File: src/rtl/cmp_share_arbiter.sv
// Round-robin arbiter sharing one 4-bit magnitude comparator across four
// requesters; grants one client, latches its operands, returns e/g/l.
module cmp_share_arbiter (
    input  logic        clk,
    input  logic        rst,
    input  logic [3:0]  req,
    input  logic [15:0] a_bus,
    input  logic [15:0] b_bus,
    output logic [3:0]  gnt,
    output logic        busy,
    output logic        done,
    output logic        res_e,
    output logic        res_g,
    output logic        res_l,
    output logic [1:0]  res_id,
    output logic [7:0]  cmp_cnt
);

    typedef enum logic {
        IDLE = 1'b0,
        CMP  = 1'b1
    } state_t;

    state_t      state_q, state_d;
    logic [1:0]  ptr_q, ptr_d;
    logic [1:0]  id_q, id_d;
    logic [3:0]  op_a_q, op_a_d;
    logic [3:0]  op_b_q, op_b_d;
    logic [3:0]  gnt_q, gnt_d;
    logic        done_q, done_d;
    logic        res_e_q, res_e_d;
    logic        res_g_q, res_g_d;
    logic        res_l_q, res_l_d;
    logic [1:0]  res_id_q, res_id_d;
    logic [7:0]  cnt_q, cnt_d;

    logic        found;
    logic [1:0]  win;
    logic [1:0]  idx;

    // Scan ptr, ptr+1, ptr+2, ptr+3; the first asserted request wins.
    always_comb begin
        found = 1'b0;
        win   = ptr_q;
        idx   = ptr_q;
        for (int k = 0; k < 4; k++) begin
            idx = ptr_q + k[1:0];
            if (!found && req[idx]) begin
                found = 1'b1;
                win   = idx;
            end
        end
    end

    always_comb begin
        state_d  = state_q;
        ptr_d    = ptr_q;
        id_d     = id_q;
        op_a_d   = op_a_q;
        op_b_d   = op_b_q;
        gnt_d    = 4'b0000;
        done_d   = 1'b0;
        res_e_d  = res_e_q;
        res_g_d  = res_g_q;
        res_l_d  = res_l_q;
        res_id_d = res_id_q;
        cnt_d    = cnt_q;
        unique case (state_q)
            IDLE: begin
                if (found) begin
                    gnt_d   = 4'b0001 << win;
                    op_a_d  = a_bus[{win, 2'b00} +: 4];
                    op_b_d  = b_bus[{win, 2'b00} +: 4];
                    id_d    = win;
                    ptr_d   = win + 2'd1;
                    state_d = CMP;
                end
            end
            CMP: begin
                res_e_d  = (op_a_q == op_b_q);
                res_g_d  = (op_a_q >  op_b_q);
                res_l_d  = (op_a_q <  op_b_q);
                res_id_d = id_q;
                done_d   = 1'b1;
                cnt_d    = cnt_q + 8'd1;
                state_d  = IDLE;
            end
            default: state_d = IDLE;
        endcase
    end

    always_ff @(posedge clk) begin
        if (rst) begin
            state_q  <= IDLE;
            ptr_q    <= 2'd0;
            id_q     <= 2'd0;
            op_a_q   <= 4'd0;
            op_b_q   <= 4'd0;
            gnt_q    <= 4'd0;
            done_q   <= 1'b0;
            res_e_q  <= 1'b0;
            res_g_q  <= 1'b0;
            res_l_q  <= 1'b0;
            res_id_q <= 2'd0;
            cnt_q    <= 8'd0;
        end else begin
            state_q  <= state_d;
            ptr_q    <= ptr_d;
            id_q     <= id_d;
            op_a_q   <= op_a_d;
            op_b_q   <= op_b_d;
            gnt_q    <= gnt_d;
            done_q   <= done_d;
            res_e_q  <= res_e_d;
            res_g_q  <= res_g_d;
            res_l_q  <= res_l_d;
            res_id_q <= res_id_d;
            cnt_q    <= cnt_d;
        end
    end

    assign gnt     = gnt_q;
    assign busy    = (state_q == CMP);
    assign done    = done_q;
    assign res_e   = res_e_q;
    assign res_g   = res_g_q;
    assign res_l   = res_l_q;
    assign res_id  = res_id_q;
    assign cmp_cnt = cnt_q;

endmodule

File: config.mk
export PLATFORM = sky130hd
export DESIGN_NAME = cmp_share_arbiter
export DESIGN_NICKNAME = d
export VERILOG_FILES = /design/src/rtl/cmp_share_arbiter.sv
export SDC_FILE = /design/constraint.sdc
export NUM_CORES = 1
export LEC_CHECK = 0
export BUFFER_PORTS_ARGS = -buffer_cell sky130_fd_sc_hd__buf_2
export CORE_UTILIZATION = 43
export CTS_CLUSTER_DIAMETER = 200
export CTS_CLUSTER_SIZE = 28
export DETAILED_ROUTE_END_ITERATION = 8
export PLACE_DENSITY = 0.81
export SLEW_MARGIN = 40
export SYNTH_ARGS = -nofsm -noshare
export SYNTH_HDL_FRONTEND = slang
export SYNTH_SLANG_ARGS = --single-unit
File: constraint.sdc
create_clock -name clk -period 1.66 [get_ports clk]
set_input_delay 0.083 -clock clk [delete_from_list [all_inputs] [get_ports clk]]
set_output_delay 0.083 -clock clk [all_outputs]
set_load 0.05 [all_outputs]
# After elaboration in Yosys (flattened, before gate mapping)
# Cells that the tools add are included.
# W data, S select, Z words.
dict set report word_totals {
  elab_cells 55
  out_inout_bits 19
  reg_bits 31
  input_bits 38
}
dict set report classes {
  n_bitwise 2
  n_mux 18
  eq_ne 1
  shifts 3
  n_addsub 5
  order_cmp 6
  reduce_logical 8
}
# cell n
set ops {}
lappend ops {{$shiftx A16 B5 Y4} 2}
lappend ops {{$lt A2 B3 Y1 const B} 4}
lappend ops {{$mux W1} 10}
lappend ops {{$add A8 B1 Y8 const B} 1}
lappend ops {{$bmux W1 S2} 4}
lappend ops {{$mux W2} 3}
lappend ops {{$add A2 B1 Y2 const B} 2}
lappend ops {{$add A2 B2 Y2 const B} 2}
lappend ops {{$eq A4 B4 Y1} 1}
lappend ops {{$gt A4 B4 Y1} 1}
lappend ops {{$lt A4 B4 Y1} 1}
lappend ops {{$shl A1 B2 Y4 const A} 1}
lappend ops {{$logic_and A1 B1 Y1} 3}
lappend ops {{$logic_not A1 Y1} 3}
lappend ops {{$reduce_or A3 Y1} 1}
lappend ops {{$not A1 Y1} 2}
lappend ops {{$pmux W1 S2} 1}
lappend ops {{$reduce_and A2 Y1} 1}

# Logic depth before layout (Yosys ltp)
dict set report depth {
  word_depth 14
  mapped_depth 7
  mapped_depth_nobuf 7
}

# Least setup slack after synthesis
# OpenSTA, ideal clock, no wires.
dict set report synth_timing {
  path_type {register -> register}
  start {register state_q, in the netlist busy}
  end {register cnt_q[4], in the netlist cmp_cnt[4]}
  required_time_ps 1532
  period_less_slack_ps 1690
  stages_incl_launch_ff 6
  path_slack_ps -30
  setup_time_ps 128
  path_buffers 2
  arrival_ps 1563
  cell_sequence {dfxtp_1 > clkbuf_1 > clkbuf_1 > nand4_1 > xor2_1 > nor2_1}
}
# element line
set synth_lines {}
lappend synth_lines {{from (decl)} 24} ;# state_t state_q, state_d;
lappend synth_lines {{from (signal assigned)} 107} ;# state_q <= state_d;
lappend synth_lines {{to (signal assigned)} 118} ;# cnt_q <= cnt_d;
lappend synth_lines {{to (decl)} 35} ;# logic [7:0] cnt_q, cnt_d;

# Worst setup path in the final report
dict set report layout_timing {
  start {register ptr_q[1]}
  end {register op_a_q[1]}
}
dict set report layout_between {
  elab_chain_cells 13
  word_cells_on_any_way 26
  cone_classes {3 x add/sub; 1 x shift; 15 x mux; 7 x reduce/logical}
}
# element line
set layout_rtl {}
lappend layout_rtl {{from (decl)} 25} ;# logic [1:0] ptr_q, ptr_d;
lappend layout_rtl {{from (signal assigned)} 108} ;# ptr_q <= ptr_d;
lappend layout_rtl {{branches (longest 13 deep; another with $add A2 B1 Y2)} n/a}
lappend layout_rtl {{to (signal assigned)} 110} ;# op_a_q <= op_a_d;
lappend layout_rtl {{to (decl)} 27} ;# logic [3:0] op_a_q, op_a_d;
# Several ways; the timed one is not identified. The select of a mux whose other input is x is not followed.
# A chain may end at the register's enable or synchronous reset.

==> report_table.html <==
<table>
<tr><th>Metric</th><th>Value</th></tr>
<tr><th colspan="2">Status</th></tr>
<tr><td>Status</td><td>finished, final reports clean</td></tr>
<tr><th colspan="2">Finish</th></tr>
<tr><td>Most common cell after layout, fill and taps aside</td><td>sky130_fd_sc_hd__buf_2</td></tr>
<tr><td>Post-synthesis to final-layout area growth</td><td>36.2%</td></tr>
<tr><td>Multi-input gate area in the final layout</td><td>852 sq um</td></tr>
<tr><td>Number of filler cells placed in the layout</td><td>around 290</td></tr>
<tr><td>Area of all sequential standard cells</td><td>626 sq um</td></tr>
<tr><td>Final standard cell utilization of the core</td><td>61.5%</td></tr>
<tr><td>Most used cells in the layout excluding fill and tap cells</td><td>56 x sky130_fd_sc_hd__buf_2, 27 x sky130_fd_sc_hd__dfxtp_1, 20 x sky130_fd_sc_hd__mux2i_1</td></tr>
<tr><td>Fraction of final layout cells sized beyond drive strength 1</td><td>40.6%</td></tr>
<tr><td>Number of diodes</td><td>0</td></tr>
<tr><td>Area of all placed cells without fillers</td><td>0.00205 sq mm</td></tr>
<tr><td>Final instance count without filler cells</td><td>270</td></tr>
<tr><td>Nets</td><td>267</td></tr>
<tr><th colspan="2">Setup path</th></tr>
<tr><td>Crit Path Max Fanout</td><td>11</td></tr>
<tr><td>Worst reg-to-reg path cell count</td><td>7</td></tr>
<tr><td>Critical path data required time</td><td>1.85 ns</td></tr>
<tr><td>Reg-to-reg startpoint</td><td>ptr_q[1]</td></tr>
<tr><td>Classification of the worst setup path</td><td>reg -&gt; reg</td></tr>
<tr><td>Slack of the worst reg-to-reg path</td><td>0.04 ns</td></tr>
<tr><td>Arr. time, crit path</td><td>1.81 ns</td></tr>
<tr><td>Worst r2r dst</td><td>op_a_q[1]</td></tr>
<tr><td>Kind of end point of the critical path</td><td>register</td></tr>
<tr><td>Startpoint Class</td><td>register</td></tr>
<tr><td>Worst setup startpoint</td><td>ptr_q[1]</td></tr>
<tr><th colspan="2">Power</th></tr>
<tr><td>Total power divided by cell area</td><td>a little over 1000 mW/mm^2</td></tr>
<tr><td>Worst supply voltage drop on vdd</td><td>474 uV</td></tr>
<tr><td>Final total power</td><td>2.06 mW</td></tr>
<tr><td>Leakage component of the power</td><td>0.959 nW</td></tr>
<tr><th colspan="2">Clocking</th></tr>
<tr><td>Number of clock sinks seen by CTS</td><td>31</td></tr>
<tr><td>Clock Latency Late Sink</td><td>approximately 0.32 ns</td></tr>
<tr><td>Clk slew on worst S/H paths</td><td>0.09 ns</td></tr>
<tr><td>Buffers from clock root to sink, at most</td><td>2</td></tr>
<tr><td>Number of levels in the clock H-tree</td><td>2</td></tr>
<tr><td>Cell chosen for the clock root</td><td>sky130_fd_sc_hd__clkbuf_4</td></tr>
<tr><td>CTS tree</td><td>built</td></tr>
<tr><td>Number of buffers created by CTS</td><td>5</td></tr>
<tr><th colspan="2">Floorplanning</th></tr>
<tr><td>Std-Cell Core Area</td><td>about 0.0033 sq mm</td></tr>
<tr><td>Total I/O pin count</td><td>57</td></tr>
<tr><td>Num rows</td><td>21</td></tr>
<tr><td>Overall die area</td><td>approximately 0.0037 sq mm</td></tr>
<tr><td>Initial cell density of the core</td><td>45.1%</td></tr>
<tr><td>Vertical die dimension</td><td>61.2 um</td></tr>
<tr><td>Die outline width</td><td>61.2 um</td></tr>
<tr><th colspan="2">STA</th></tr>
<tr><td>Relative slew slack</td><td>about 60%</td></tr>
<tr><td>Setup violators final</td><td>0</td></tr>
<tr><td>Worst slew pin tran</td><td>between 0.5 and 0.6 ns</td></tr>
<tr><td>Fin worst setup slack</td><td>0.0351 ns</td></tr>
<tr><td>Clk_skew</td><td>0.00543 ns</td></tr>
<tr><td>Number of pins with negative max-slew slack in the final report</td><td>0</td></tr>
<tr><td>Min cycle time layout</td><td>1.62 ns</td></tr>
<tr><td>Number of failing hold endpoints at the final stage</td><td>0</td></tr>
<tr><td>Achievable clock frequency</td><td>0.615 GHz</td></tr>
<tr><td>Final cycle utilization of the critical path</td><td>a little over nine tenths</td></tr>
<tr><th colspan="2">GRT</th></tr>
<tr><td>Maximum number of pins on one net before global-route repair</td><td>23</td></tr>
<tr><td>Global-route wire length before repair</td><td>4680 um</td></tr>
<tr><td>Number of antenna violations at the first check in global routing</td><td>0</td></tr>
<tr><td>Global-route congestion overflow total</td><td>0</td></tr>
<tr><td>Via count of the first global-routing pass</td><td>between 1,000 and 1,500</td></tr>
<tr><td>Global Route Usage Sum</td><td>between 10% and 20%</td></tr>
<tr><th colspan="2">Placement</th></tr>
<tr><td>Area post-placement</td><td>0.00186 sq mm</td></tr>
<tr><td>Final RePlAce weighted congestion</td><td>between 0.7 and 0.8</td></tr>
<tr><td>Placed Cells incl. Taps</td><td>~260</td></tr>
<tr><td>Half-perimeter wire length after placement</td><td>2210 um</td></tr>
<tr><td>Post-Place Setup Slack</td><td>-0.0509 ns</td></tr>
<tr><td>IO buf count</td><td>56</td></tr>
<tr><th colspan="2">Yosys</th></tr>
<tr><td>Number of cells produced by synthesis</td><td>158</td></tr>
<tr><td>Mux cell area share after synthesis</td><td>14.0%</td></tr>
<tr><td>Share of synthesized area occupied by flip-flops and latches</td><td>between 40% and 50%</td></tr>
<tr><td>Library cell occupying the most area in the post-synthesis netlist</td><td>sky130_fd_sc_hd__dfxtp_1</td></tr>
<tr><td>Number of synthesized register bits</td><td>31</td></tr>
<tr><td>Synth Cell Area</td><td>0.00151 sq mm</td></tr>
<tr><td>Total number of yosys warnings</td><td>0</td></tr>
<tr><td>Dominant combinational cell family by area after synthesis</td><td>simple AND/OR/NAND/NOR gates</td></tr>
<tr><td>Per-instance average area after synthesis</td><td>9.53 sq um</td></tr>
<tr><td>Share of synthesized cell area in and, or, nand and nor gates</td><td>between 15 and 20%</td></tr>
<tr><td>Synth top area cells</td><td>sky130_fd_sc_hd__dfxtp_1 41%, sky130_fd_sc_hd__mux2i_1 14%, sky130_fd_sc_hd__o221ai_1 4.7%</td></tr>
<tr><td>Compound-cell area share of the yosys netlist</td><td>14.8%</td></tr>
<tr><td>Distinct cell type count of the synthesized netlist</td><td>37</td></tr>
<tr><td>Post-synthesis xor/xnor area fraction</td><td>3.49%</td></tr>
<tr><td>Post-Synthesis Net Count</td><td>201</td></tr>
<tr><td>Adder-Cell Fraction of Synth Area</td><td>under 10%</td></tr>
<tr><td>Top-area cell type share of the netlist area</td><td>41.2%</td></tr>
<tr><th colspan="2">Hold path</th></tr>
<tr><td>Endpoint of the worst hold path</td><td>op_a_q[0]</td></tr>
<tr><td>Type of the worst min-delay path</td><td>in -&gt; reg</td></tr>
<tr><td>Start point of the worst min-delay path</td><td>a_bus[8]</td></tr>
<tr><td>Hold path cells</td><td>3</td></tr>
<tr><th colspan="2">Route</th></tr>
<tr><td>Post-route antenna net violation count</td><td>0</td></tr>
<tr><td>DRT Wirelength</td><td>3270 um</td></tr>
<tr><td>Routed length per placed instance</td><td>12.1 um</td></tr>
<tr><td>Remaining DRCs</td><td>0</td></tr>
<tr><td>Number of optimization iterations in the first detailed-route pass</td><td>4</td></tr>
<tr><td>Number of DRC markers in iteration 0</td><td>57</td></tr>
<tr><td>Total number of vias</td><td>roughly 1,300</td></tr>
<tr><td>Via density per instance</td><td>4.98</td></tr>
<tr><th colspan="2">Job</th></tr>
<tr><td>Maximum capacitance violations</td><td>0</td></tr>
</table>
where the power goes:
group | internal, mW | switching (mW)
Sequential | 0.825 | 0.0555
Clock | 0.196 | 0.239
Combinational | 0.363 | 0.384
Total | 1.38 | 0.678
state kept, by name, indices dropped and copies added, names as in the netlist:
signal,flops
cmp_cnt,8
gnt,4
op_a_q,4
op_b_q,4
id_q,2
ptr_q,2
res_id,2
busy,1
done,1
res_e,1
res_g,1
res_l,1
timing repair:
item                                    CTS  global route
pin swaps                                 5             6
gates resized for setup                   5             7
endpoints found under the hold margin     1             0
cloned                                    0             2
endpoints found under the setup margin    1             9
hold buffers                              1             0
setup buffers                             0             1
logic make-up after synthesis:
logic type | Yosys count
AO/OA/AOI/OAI | 28
XOR/XNOR | 6
adder cells (fa/ha/maj) | 5
buffers and inverters | 17
flip-flops | 31
multiplexers | 21
AND/OR/NAND/NOR | 50
routing by layer:
| layer | part of all wire [%] | GRT usage (%) | vias to the layer above |
|---|---|---|---|
| met3 | 3.4 | 5.88 | 4 |
| met4 | 1.6 | 7.79 | 0 |
| met2 | 49 | 25.2 | 28 |
| li1 | - | - | 691 |
| met5 | 0 | 0 | - |
| met1 | 46 | 23.7 | 622 |
critical path: stages (launching register included):
cell and delay, ns:
sky130_fd_sc_hd__dfxtp_2 0.37, sky130_fd_sc_hd__a21bo_2 0.13, sky130_fd_sc_hd__a21oi_1 0.08, sky130_fd_sc_hd__a221oi_4 0.23, sky130_fd_sc_hd__buf_12 0.16, sky130_fd_sc_hd__clkbuf_16 0.16
sky130_fd_sc_hd__mux2i_1 0.20, sky130_fd_sc_hd__o221ai_1 0.15
cells in the mapped netlist:
cell	instances
sky130_fd_sc_hd__o221ai_1	8
sky130_fd_sc_hd__and4_1	1
sky130_fd_sc_hd__mux2i_1	21
sky130_fd_sc_hd__or2b_1	1
sky130_fd_sc_hd__a211oi_2	1
sky130_fd_sc_hd__a21oi_1	6
sky130_fd_sc_hd__o21ai_0	4
sky130_fd_sc_hd__ha_1	5
sky130_fd_sc_hd__buf_6	1
sky130_fd_sc_hd__buf_2	1
sky130_fd_sc_hd__nor2b_1	3
sky130_fd_sc_hd__inv_1	8
sky130_fd_sc_hd__nor2_2	1
sky130_fd_sc_hd__nand2b_1	3
sky130_fd_sc_hd__nor2_1	13
sky130_fd_sc_hd__clkbuf_1	5
sky130_fd_sc_hd__a22o_1	2
sky130_fd_sc_hd__a221oi_4	1
sky130_fd_sc_hd__o22ai_1	1
sky130_fd_sc_hd__xor2_1	4
sky130_fd_sc_hd__nor4_1	1
sky130_fd_sc_hd__nand2_1	15
sky130_fd_sc_hd__a21bo_2	1
sky130_fd_sc_hd__or3b_2	1
sky130_fd_sc_hd__o21a_1	2
sky130_fd_sc_hd__nor3_1	1
sky130_fd_sc_hd__or3_1	2
sky130_fd_sc_hd__and3_1	3
sky130_fd_sc_hd__nand4_1	3
sky130_fd_sc_hd__o21ai_2	1
sky130_fd_sc_hd__dfxtp_1	31
sky130_fd_sc_hd__nor3_2	1
sky130_fd_sc_hd__buf_8	1
sky130_fd_sc_hd__inv_2	1
sky130_fd_sc_hd__a31oi_1	1
sky130_fd_sc_hd__nor3b_1	1
sky130_fd_sc_hd__xnor2_1	2
worst max path at each step:
stage | cells past startpoint | to
finish | 7 | op_a_q[1]
global route | 6 | res_l
CTS | 7 | res_l
detailed placement | 7 | res_l
global placement | 7 | res_l
floorplan | 7 | res_l
metrics by stage:
step           hold slack (ns)  setup TNS, ns
4_1_cts                 0.0547       -0.00938
5_1_grt                 0.0763        -0.0194
3_3_place_gp             0.321        -0.0117
3_5_place_dp             0.324        -0.0509
6_report                0.0619              0
2_1_floorplan            0.301              0
final cells by class:
type | count | area share [%]
flip-flops and latches | 31 | 30.5
well taps | 46 | 2.81
clock buffers | 6 | 2.50
repair buffers | 67 | 20.7
multi-input cells | 110 | 41.5
inverters | 9 | 1.65
clock inverters | 1 | 0.244
Power figures use the tool's default switching activity.
